### src/rtl/bridge_egress_arb.sv
// rtl/bridge_egress_arb.sv - packet-granular round-robin egress arbiter (optional stall timeout: BRIDGE_ARB_TIMEOUT_EN)
module bridge_egress_arb #(
   parameter int NPORT   = 4,
   parameter int WIDTH   = 8,
   parameter int TIMEOUT = 255
) (
   input  logic                   clk,
   input  logic                   reset,
   input  logic [NPORT-1:0]       p_srdy,
   output logic [NPORT-1:0]       p_drdy,
   input  logic [NPORT*WIDTH-1:0] p_data,
   input  logic [NPORT*2-1:0]     p_code,
   output logic                   c_srdy,
   input  logic                   c_drdy,
   output logic [WIDTH-1:0]       c_data,
   output logic [1:0]             c_code,
   output logic [NPORT-1:0]       grant
);

   localparam int IW = (NPORT > 1) ? $clog2(NPORT) : 1;

   typedef enum logic {ST_IDLE, ST_XFER} state_t;

   state_t           r_state, w_state_nxt;
   logic [IW-1:0]    r_owner, w_owner_nxt;
   logic [IW-1:0]    r_rr_ptr, w_rr_ptr_nxt;
   logic [NPORT-1:0] r_grant, w_grant_nxt;

   logic             w_found;
   logic [IW-1:0]    w_winner;
   logic             w_own_srdy;
   logic [WIDTH-1:0] w_own_data;
   logic [1:0]       w_own_code;
   logic             w_xfer;
   logic             w_end;
   logic             w_timeout;
   logic [IW-1:0]    w_owner_inc;

   assign grant       = r_grant;
   assign w_owner_inc = (r_owner == IW'(NPORT - 1)) ? '0 : r_owner + 1'b1;

   // round-robin search: indices at/above rr_ptr first, then wrap to the low ones
   always_comb begin
      w_found  = 1'b0;
      w_winner = '0;
      for (int i = 0; i < NPORT; i++) begin
         if (!w_found && p_srdy[i] && (IW'(i) >= r_rr_ptr)) begin
            w_found  = 1'b1;
            w_winner = IW'(i);
         end
      end
      for (int i = 0; i < NPORT; i++) begin
         if (!w_found && p_srdy[i]) begin
            w_found  = 1'b1;
            w_winner = IW'(i);
         end
      end
   end

   // select the current owner's stream
   always_comb begin
      w_own_srdy = 1'b0;
      w_own_data = '0;
      w_own_code = 2'b00;
      for (int i = 0; i < NPORT; i++) begin
         if (r_owner == IW'(i)) begin
            w_own_srdy = p_srdy[i];
            w_own_data = p_data[i*WIDTH +: WIDTH];
            w_own_code = p_code[i*2 +: 2];
         end
      end
   end

`ifdef BRIDGE_ARB_TIMEOUT_EN
   logic [15:0] r_stall;

   assign w_timeout = (r_state == ST_XFER) && (r_stall == 16'(TIMEOUT));

   // count idle cycles of the owner mid-packet; held at the limit until the BADEOP is taken
   always_ff @(posedge clk) begin
      if (!reset) begin
         r_stall <= '0;
      end else if (r_state != ST_XFER) begin
         r_stall <= '0;
      end else if (w_timeout) begin
         if (c_drdy) r_stall <= '0;
      end else if (w_own_srdy) begin
         if (c_drdy) r_stall <= '0;
      end else begin
         r_stall <= r_stall + 16'd1;
      end
   end
`else
   // no stall counter: a mid-packet stall lasts as long as the owner holds off
   assign w_timeout = (TIMEOUT < 0);
`endif

   // egress pass-through; everything is quiet in IDLE and while reset is held
   always_comb begin
      c_srdy = 1'b0;
      c_data = '0;
      c_code = 2'b00;
      p_drdy = '0;
      w_xfer = 1'b0;
      w_end  = 1'b0;
      if ((r_state == ST_XFER) && reset) begin
         if (w_timeout) begin
            c_srdy = 1'b1;
            c_code = 2'b11;
            w_end  = c_drdy;
         end else begin
            c_srdy = w_own_srdy;
            c_data = w_own_data;
            c_code = w_own_code;
            p_drdy = r_grant & {NPORT{c_drdy}};
            w_xfer = w_own_srdy && c_drdy;
            w_end  = w_xfer && w_own_code[1];
         end
      end
   end

   // next-state: grant a winner from IDLE, release on EOP/BADEOP transfer
   always_comb begin
      w_state_nxt  = r_state;
      w_owner_nxt  = r_owner;
      w_rr_ptr_nxt = r_rr_ptr;
      w_grant_nxt  = r_grant;
      case (r_state)
         ST_IDLE: begin
            if (w_found) begin
               w_state_nxt = ST_XFER;
               w_owner_nxt = w_winner;
               w_grant_nxt = NPORT'(1) << w_winner;
            end
         end
         ST_XFER: begin
            if (w_end) begin
               w_state_nxt  = ST_IDLE;
               w_grant_nxt  = '0;
               w_rr_ptr_nxt = w_owner_inc;
            end
         end
         default: w_state_nxt = ST_IDLE;
      endcase
   end

   // state register
   always_ff @(posedge clk) begin
      if (!reset) begin
         r_state  <= ST_IDLE;
         r_owner  <= '0;
         r_rr_ptr <= '0;
         r_grant  <= '0;
      end else begin
         r_state  <= w_state_nxt;
         r_owner  <= w_owner_nxt;
         r_rr_ptr <= w_rr_ptr_nxt;
         r_grant  <= w_grant_nxt;
      end
   end

endmodule

### config.mk
export PLATFORM = sky130hd
export DESIGN_NAME = bridge_egress_arb
export DESIGN_NICKNAME = d
export VERILOG_FILES = /design/src/rtl/bridge_egress_arb.sv
export SDC_FILE = /design/constraint.sdc
export NUM_CORES = 1
export LEC_CHECK = 0
export CELL_PAD_IN_SITES_DETAIL_PLACEMENT = 0
export CELL_PAD_IN_SITES_GLOBAL_PLACEMENT = 2
export CORE_MARGIN = 10
export CORE_UTILIZATION = 18
export DETAILED_ROUTE_END_ITERATION = 16
export HOLD_SLACK_MARGIN = 0.1
export PLACE_DENSITY = 0.92
export SETUP_SLACK_MARGIN = 0.4
export SYNTH_ARGS = -nofsm -noshare
export SYNTH_HDL_FRONTEND = slang
export SYNTH_SLANG_ARGS = --single-unit
### constraint.sdc
create_clock -name clk -period 3.8 [get_ports clk]
set_input_delay 0.76 -clock clk [delete_from_list [all_inputs] [get_ports clk]]
set_output_delay 0.76 -clock clk [all_outputs]
set_load 0.02 [all_outputs]
==> summary.txt <==
#FFs+latches synth: 9
Worst Path Arrival: 2.56 ns
Least-Margin Pin Slew: 0.638 ns
Root Driver: clkbuf_8
Switching Fraction: 32.5%
Top cells by count, synth: nor2b_1, a21oi_1, nor2_1
Final Skew: 0.00603 ns
Warnings from Yosys: 0
RSZ-0062 raised after global routing: false
Post-synth EDFFs: 0
Num CTS Buffers: 3
Worst slack, placed: 0.453 ns
Worst path required time: 3.04 ns
Largest net degree at the start of global routing: 23
Crit path kind: in -> out
Drt pass-1 iters: 4
Total power draw: 0.432 mW
Htree depth: 1
Post_cts resized: 0
Post-Syn Area: 945 um^2
Vias: 1164
Maxcap violations: 0
Placed cell areas: 0.00167 mm^2
Die area: 0.00855 mm^2
Internal Pwr Total: 0.292 mW
Max Root-Sink Buffers: 2
Share of cells above drive strength 1: 8.38%
Period minus WS final: 3.32 ns
DRC Markers: 0
Combinational power share: 49.6%
Fin. Hold Viols: 0
Final Cycle Share: 87.3%
Max rail drop VDD: 0.145 mV
Synth area leaders: dfxtp_1, nor2b_1, a221oi_1
Syn_area_per_cell: 7.50 um^2
Pwr/cell area: 251 mW/mm^2
Prevailing post-synth register cell: dfxtp_1
Sequential share of power: 25.4%
# setup viols final: 0
Antenna violations before repair: 0
Grt ovf: 0
Count of unique library cells instantiated by Yosys: 38
Total wire length: 3790 um
HP Class: reg -> reg
Final slew viol count: 0
# clock sinks: 9
Clk pwr share: 25.0%
Die W: 92.4 um
DR vias/cell: 4.46
Worst-path clk slew: 0.04 ns
LEAKAGE: 0.636 nW
Fill cell count: 554
Seq/Total Area, Yosys: 19.1%
Post-DRT Antenna Nets: 0
Rows: 26
Core ar.: 0.00511 mm^2
Post-route worst setup slack: 0.481 ns
FMAX: 301 MHz
Worst slew margin: 57.0%
Cell count after placement: 257
Hold_buf cts: 0
Post-Syn Nets: 177
Switching pwr: 0.140 mW
Overall Global Routing Usage: 8.47%
Vias in the first global route: 1176
IO Pins: 66
Synthesized instance count: 126
Dpl hpwl: 3060 um
Area Growth Syn to Fin: 82.3%
Share of flip-flops with an asynchronous set or reset: 0%
DRT iter0 DRCs: 67
Critical Path End Type: output pin
Worst Hold Slack: 0.463 ns
Number of port buffers: 65
Global-route wire length before repair: 6060 um
Diodes inserted: 0
Startpoint Class: input pin
Post-route cell area: 0.00172 mm^2
Post-CTS setup buffer count: 0
Initial Utilization: 18.5%
Finished Layout Cells: 261
Later-pin clock latency in the skew report: 0.23 ns
Synth top area share: 19.1%
Cell taking the most area after synthesis: dfxtp_1
Highest net fanout along the worst path: 5
Count leader, synth: nor2b_1
Post-layout util: 33.7%
DR WL/cell: 14.5 um
Die H: 92.4 um
GP Congestion: 0.709
Post-layout nets: 243
Outcome: finished clean
CTS tree: yes
Setup TNS: 0 ns
power groups by stage:
| stage | logic (mW) | clock network (mW) | registers [mW] |
|---|---|---|---|
| final | 0.214 | 0.108 | 0.110 |
| after global routing | 0.237 | 0.119 | 0.111 |
| after CTS | 0.216 | 0.111 | 0.110 |
| after detailed placement | 0.214 | 0 | 0.112 |
| after global placement | 0.215 | 0 | 0.111 |
| after floorplan | 0.114 | 0 | 0.113 |
cells by family after synthesis:
family / count (synthesis) / share of synthesized area [%]
adders and majority gates: 4 / 5.30
muxes: 3 / 3.18
buffers and inverters: 12 / 5.56
AOI/OAI and AO/OA: 38 / 31.0
and+or+nand+nor: 60 / 35.9
DFF: 9 / 19.1
state kept, by name, summed over array words and instances (netlist names):
name	flops
grant	4
r_owner	2
r_rr_ptr	2
r_state	1
routing by layer:
metal	vias to the layer above	global-route usage, %	part of all wire (%)
met1	530	11.2	43
met2	43	13.6	47
met4	0	2.31	0.71
met3	2	1.69	9.0
met5	-	0	0
li1	589	-	-
cell type report:
| type | count | area, um^2 | area share [%] |
|---|---|---|---|
| Clock buffer | 4 | 45.0 | 2.62 |
| Inverter | 5 | 18.8 | 1.09 |
| Multi-Input combinational cell | 105 | 717 | 41.6 |
| Sequential cell | 9 | 180 | 10.5 |
| Tap cell | 70 | 87.6 | 5.09 |
| Timing Repair Buffer | 68 | 673 | 39.1 |
critical path, cell delays in order:
cell	delay [ns]
clkdlybuf4s50_1	0.58
a211oi_2	0.12
a211oi_4	0.32
and2_1	0.16
clkdlybuf4s50_1	0.61
placed cells by master, fill, tap and decap left out, types with 3 or more instances in the layout:
cell type        Yosys  routed
clkdlybuf4s50_1      0      65
nor2b_1             13      12
a21oi_1             11      11
nor2_1              10      10
dfxtp_1              9       9
a221oi_1             8       8
nor3_1               8       8
nand2_1              7       7
inv_1                5       5
and3_1               4       4
nand3b_1             4       4
o22ai_1              4       4
o21ai_0              3       3
mux2i_1              3       3
and2_1               3       3
nand3_1              3       3
ha_1                 4       3
clkbuf_8             0       3
buf_4                1       3
final timing paths:
path	from	endpoint	cells after the start	slack, ns
max	p_srdy[1]	c_srdy	5	0.48
min	grant[1]	grant[1]	2	0.46
max reg2reg	r_owner[1]	grant[0]	8	1.92
min reg2reg	grant[1]	grant[1]	2	0.46
Note: power is estimated with default switching activity, not from simulation.
